### src/rtl/handshake_constant_sink.sv
// handshake_constant_sink
// Consumes words on a valid/ready data channel and compares each accepted
// word against the compile-time constant EXPECTED. Every accepted word
// yields one dataless control token through a 2-entry elastic buffer.
// ins_ready and ctrl_valid are registered decodes of the occupancy state,
// so neither handshake direction has a combinational path through the block.
//
// Optional feature macro: HANDSHAKE_CONSTANT_SINK_STATS_EN
//   defined   -> saturating 16-bit token_count / mismatch_count registers
//   undefined -> both counter outputs tie to 16'h0000
module handshake_constant_sink #(
    parameter int unsigned             DATA_WIDTH = 36,
    parameter logic [DATA_WIDTH-1:0]   EXPECTED   = DATA_WIDTH'(36'h6DC59362C)
) (
    input  logic                  clk,
    input  logic                  rst,
    input  logic [DATA_WIDTH-1:0] ins,
    input  logic                  ins_valid,
    output logic                  ins_ready,
    output logic                  ctrl_valid,
    input  logic                  ctrl_ready,
    output logic                  mismatch,
    output logic [15:0]           mismatch_count,
    output logic [15:0]           token_count
);

    localparam int unsigned CNT_W = 16;

    // Token occupancy states
    localparam logic [1:0] S_EMPTY = 2'd0;
    localparam logic [1:0] S_ONE   = 2'd1;
    localparam logic [1:0] S_FULL  = 2'd2;

    logic [1:0] r_state;
    logic [1:0] w_state_nxt;
    logic       r_ins_ready;
    logic       r_ctrl_valid;
    logic       r_mismatch;
    logic       w_acc;
    logic       w_emit;
    logic       w_word_bad;

    // Handshake qualifiers built only from registered flow-control flags
    assign w_acc      = ins_valid & r_ins_ready;
    assign w_emit     = r_ctrl_valid & ctrl_ready;
    assign w_word_bad = w_acc & (ins != EXPECTED);

    // Next occupancy: cnt + acc - emit
    always_comb begin
        w_state_nxt = r_state;
        case (r_state)
            S_EMPTY: begin
                if (w_acc) begin
                    w_state_nxt = S_ONE;
                end
            end
            S_ONE: begin
                if (w_acc && !w_emit) begin
                    w_state_nxt = S_FULL;
                end else if (!w_acc && w_emit) begin
                    w_state_nxt = S_EMPTY;
                end
            end
            S_FULL: begin
                if (w_emit) begin
                    w_state_nxt = S_ONE;
                end
            end
            default: begin
                w_state_nxt = S_EMPTY;
            end
        endcase
    end

    // Occupancy register with registered decodes of the next state
    always_ff @(posedge clk) begin
        if (!rst) begin
            r_state      <= S_EMPTY;
            r_ins_ready  <= 1'b1;
            r_ctrl_valid <= 1'b0;
        end else begin
            r_state      <= w_state_nxt;
            r_ins_ready  <= (w_state_nxt != S_FULL);
            r_ctrl_valid <= (w_state_nxt != S_EMPTY);
        end
    end

    // Sticky mismatch flag, cleared only by reset
    always_ff @(posedge clk) begin
        if (!rst) begin
            r_mismatch <= 1'b0;
        end else if (w_word_bad) begin
            r_mismatch <= 1'b1;
        end
    end

    assign ins_ready  = r_ins_ready;
    assign ctrl_valid = r_ctrl_valid;
    assign mismatch   = r_mismatch;

`ifdef HANDSHAKE_CONSTANT_SINK_STATS_EN
    localparam logic [CNT_W-1:0] CNT_MAX = {CNT_W{1'b1}};

    logic [CNT_W-1:0] r_token_count;
    logic [CNT_W-1:0] r_mismatch_count;

    // Saturating count of emitted tokens
    always_ff @(posedge clk) begin
        if (!rst) begin
            r_token_count <= '0;
        end else if (w_emit && (r_token_count != CNT_MAX)) begin
            r_token_count <= r_token_count + CNT_W'(1);
        end
    end

    // Saturating count of accepted words that differed from EXPECTED
    always_ff @(posedge clk) begin
        if (!rst) begin
            r_mismatch_count <= '0;
        end else if (w_word_bad && (r_mismatch_count != CNT_MAX)) begin
            r_mismatch_count <= r_mismatch_count + CNT_W'(1);
        end
    end

    assign token_count    = r_token_count;
    assign mismatch_count = r_mismatch_count;
`else
    assign token_count    = CNT_W'(0);
    assign mismatch_count = CNT_W'(0);
`endif

endmodule

### config.mk
export PLATFORM = sky130hd
export DESIGN_NAME = handshake_constant_sink
export DESIGN_NICKNAME = d
export VERILOG_FILES = /design/src/rtl/handshake_constant_sink.sv
export SDC_FILE = /design/constraint.sdc
export NUM_CORES = 1
export LEC_CHECK = 0
export ABC_AREA = 1
export BUFFER_PORTS_ARGS = -buffer_cell sky130_fd_sc_hd__buf_2
export CAP_MARGIN = 10
export CORE_MARGIN = 5
export CORE_UTILIZATION = 28
export DETAILED_ROUTE_END_ITERATION = 7
export PLACE_DENSITY = 0.75
export SKIP_LAST_GASP = 1
export SLEW_MARGIN = 20
export SYNTH_ARGS = -nofsm -noshare
export SYNTH_HDL_FRONTEND = slang
export SYNTH_SLANG_ARGS = --single-unit
### constraint.sdc
create_clock -name clk -period 0.83 [get_ports clk]
set_input_delay 0.083 -clock clk [delete_from_list [all_inputs] [get_ports clk]]
set_output_delay 0.083 -clock clk [all_outputs]
set_load 0.01 [all_outputs]
==> flow_metrics.py <==
metrics = {
    "power": {
        "p_int_mw": 0.614,
        "p_total_mw": 0.932,
        "vdd_drop_max_uv": 727,
        "power_frac_seq": 0.330,
        "sw_frac_of_total": 0.342,
        "clock_power_share": 0.298,
        "p_leak_nw": 0.493,
        "switching_power_mw": 0.319,
        "p_comb_frac": 0.372,
        "power_density_nw_per_um2": 1200,
    },
    "cts": {
        "clk_pin_slew_ps": 40,
        "clk_latency_ps": 240,
        "clockBufferDepth": 2,
        "root_buffer": "clkbuf_4",
        "ctsHoldBuffers": 0,
        "postCtsSetupBuffers": 0,
        "numCtsBuffers": 3,
        "cts.sink_count": 5,
        "tritoncts": "yes",
        "cts_max_level": 1,
    },
    "worst_setup_path": {
        "crit_family": "compound AO/OA/AOI/OAI gates",
        "crit_path_top_delay_cell": "dfxtp_2",
        "rrSetupSlack_ps": -90,
        "rr_worst_depth": 5,
        "cp.arrival_ps": 1080,
        "start_kind": "flip-flop",
        "critPathMaxFanout": 3,
        "worstReg2RegEnd": "ctrl_valid$_SDFF_PN0_",
        "path_buf_inv": 0,
        "worstReg2RegStart": "r_state[0]$_SDFF_PN0_",
        "cp.required_ps": 1000,
        "cp_cell_sequence": "o21ai_2, o21ai_2, o21ai_1, nand2_1, o21ai_1",
        "criticalPathCategory": "reg -> reg",
        "slowest_delay_ps": 330,
        "crit_path_end_kind": "flip-flop",
    },
    "synthesis": {
        "synth_compound_area_frac": 0.0421,
        "yosysTopAreaCell": "buf_4",
        "netlist_instances": 98,
        "synthTopCellsByArea": "buf_4 (40%), dfxtp_1 (17%), nand2_1 (13%)",
        "synth.area.mux_share": 0,
        "synth_xor_area_frac": 0,
        "ys_seq_area_frac": 0.168,
        "yosys_warnings": 0,
        "synth_top_area_share": 0.404,
        "avgSynthCellArea_um2": 6.06,
        "synthesis.area_um2": 594,
        "synth_seq_cells": 5,
        "synth_adder_area_share": 0,
        "synth-simple-area-share": 0.284,
        "synth_top_family_by_area": "buffers and inverters",
        "synth_cell_types": 15,
    },
    "routing": {
        "drtIter0Drc": 9,
        "vias": 614,
        "drc": 0,
        "drt-vias-per-instance": 3.57,
        "wl_per_cell_um": 7.87,
        "routed_wl_um": 1350,
        "drt.antenna.violating_nets": 0,
        "firstDrtPassIters": 2,
    },
    "sta": {
        "fmax_ghz": 1.09,
        "fin_setup_tns_ps": -200,
        "hold_violations": 0,
        "rsz0062_at_grt": "true",
        "period_needed_ps": 917,
        "whs_ps": 65.4,
        "finalCritPeriodShare": 1.10,
        "setup_violations": 3,
        "report.final.slew_viol_count": 0,
        "setup_slack_ps": -86.9,
        "skew_ps": 1.03,
    },
    "die": {
        "initial_utilization": 0.297,
        "dieArea_um2": 3140,
        "coreArea_um2": 2000,
        "dieWidth_um": 56.1,
        "num_rows": 16,
        "die_y_um": 56.1,
        "io_pins": 75,
    },
    "layout": {
        "final_nets": 186,
        "area_delta_synth_final_pct": 30.7,
        "multi_input_area_um2": 332,
        "seq_area_um2": 104,
        "final_cell_mix": "buf_2 (42), conb_1 (32), nand2_1 (18)",
        "final_common_cell": "buf_2",
        "n_antenna_cell": 0,
        "drive_above_1_share": 0.407,
        "finish.utilization": 0.388,
        "fin_area_um2": 777,
        "fillers": 224,
    },
    "place": {
        "dp_hpwl_um": 1230,
        "port_buffers": 42,
        "placed_cell_area_um2": 733,
        "gp_congestion": 0.704,
    },
    "min_path": {
        "min_path_type": "in -> reg",
        "whs_endpoint": "ins_ready$_SDFF_PN1_",
        "worst_hold_path.num_cells": 2,
        "hp-start": "rst",
    },
    "job": {
        "max_cap_violations": 0,
    },
    "grt": {
        "grt_usage": 0.0768,
        "grt_overflow": 0,
        "grt_max_degree": 5,
        "grt_pass1_wl_um": 1990,
        "antenna_found_initial": 0,
        "grt_pass1_vias": 564,
    },
    "run_status": {
        "violations": "negative setup slack",
        "status": "complete, but fails checks",
    },
}
[synth_stat cells]
library cell / instances
inv_2: 1
nand4_1: 2
conb_1: 1
inv_1: 14
nor2_1: 10
buf_4: 32
a21oi_1: 1
nand2_1: 20
nor2_2: 1
or2_0: 1
nand3_1: 2
o21ai_1: 4
nor2b_1: 1
dfxtp_1: 5
nor3_1: 3
[worst max-delay path by stage]
stage	start	to	slack (ps)	cells after the start
after CTS	r_state[0]$_SDFF_PN0_	ctrl_valid$_SDFF_PN0_	-80	4
final	r_state[0]$_SDFF_PN0_	ctrl_valid$_SDFF_PN0_	-90	5
after global routing	r_state[0]$_SDFF_PN0_	ctrl_valid$_SDFF_PN0_	-150	5
after floorplan	ctrl_valid$_SDFF_PN0_	ctrl_valid$_SDFF_PN0_	-110	5
after detailed placement	ctrl_valid$_SDFF_PN0_	ctrl_valid$_SDFF_PN0_	-150	5
after global placement	r_state[0]$_SDFF_PN0_	ctrl_valid$_SDFF_PN0_	-110	4
[stage by stage]
step,std cells,setup slack (ps)
after floorplan,129,-107
after global placement,168,-109
after detailed placement,168,-147
after CTS,172,-84.2
after global routing,172,-147
final,172,-86.9
[cells by family (layout without fill, tap and decap cells)]
kind of cell           Yosys count  after routing
buffers and inverters           47             63
and+or+nand+nor                 40             40
AOI/OAI and AO/OA                5              5
DFF                              5              5
other                            1             32
[per-layer routing]
layer | wire, um | GRT usage
met1 | 407 | 0.0549
met2 | 726 | 0.164
met3 | 201 | 0.0278
met4 | 19 | 0.0407
met5 | 0 | 0
[area by class of cell]
| class | instances | area share |
|---|---|---|
| multi-input cells | 77 | 0.427 |
| repair buffers | 44 | 0.290 |
| flip-flops and latches | 5 | 0.134 |
| inverters | 15 | 0.0725 |
| well taps | 27 | 0.0435 |
| clock buffers | 4 | 0.0338 |
[registers in the layout (all words and copies together), names as in the netlist]
signal      count
ctrl_valid      1
ins_ready       1
mismatch        1
r_state         2
[power groups by stage]
stage / registers (mW) / clock network [mW] / logic [mW]
CTS: 0.307 / 0.293 / 0.341
global placement: 0.301 / 0 / 0.316
detailed placement: 0.306 / 0 / 0.318
global route: 0.313 / 0.313 / 0.387
finish: 0.308 / 0.278 / 0.347
floorplan: 0.313 / 0 / 0.278
[what timing repair did]
item / CTS / global route
pin swaps: 1 / 5
resized for setup: 6 / 2
setup endpoints to repair: 3 / 4
(Power assumes the default switching activity.)
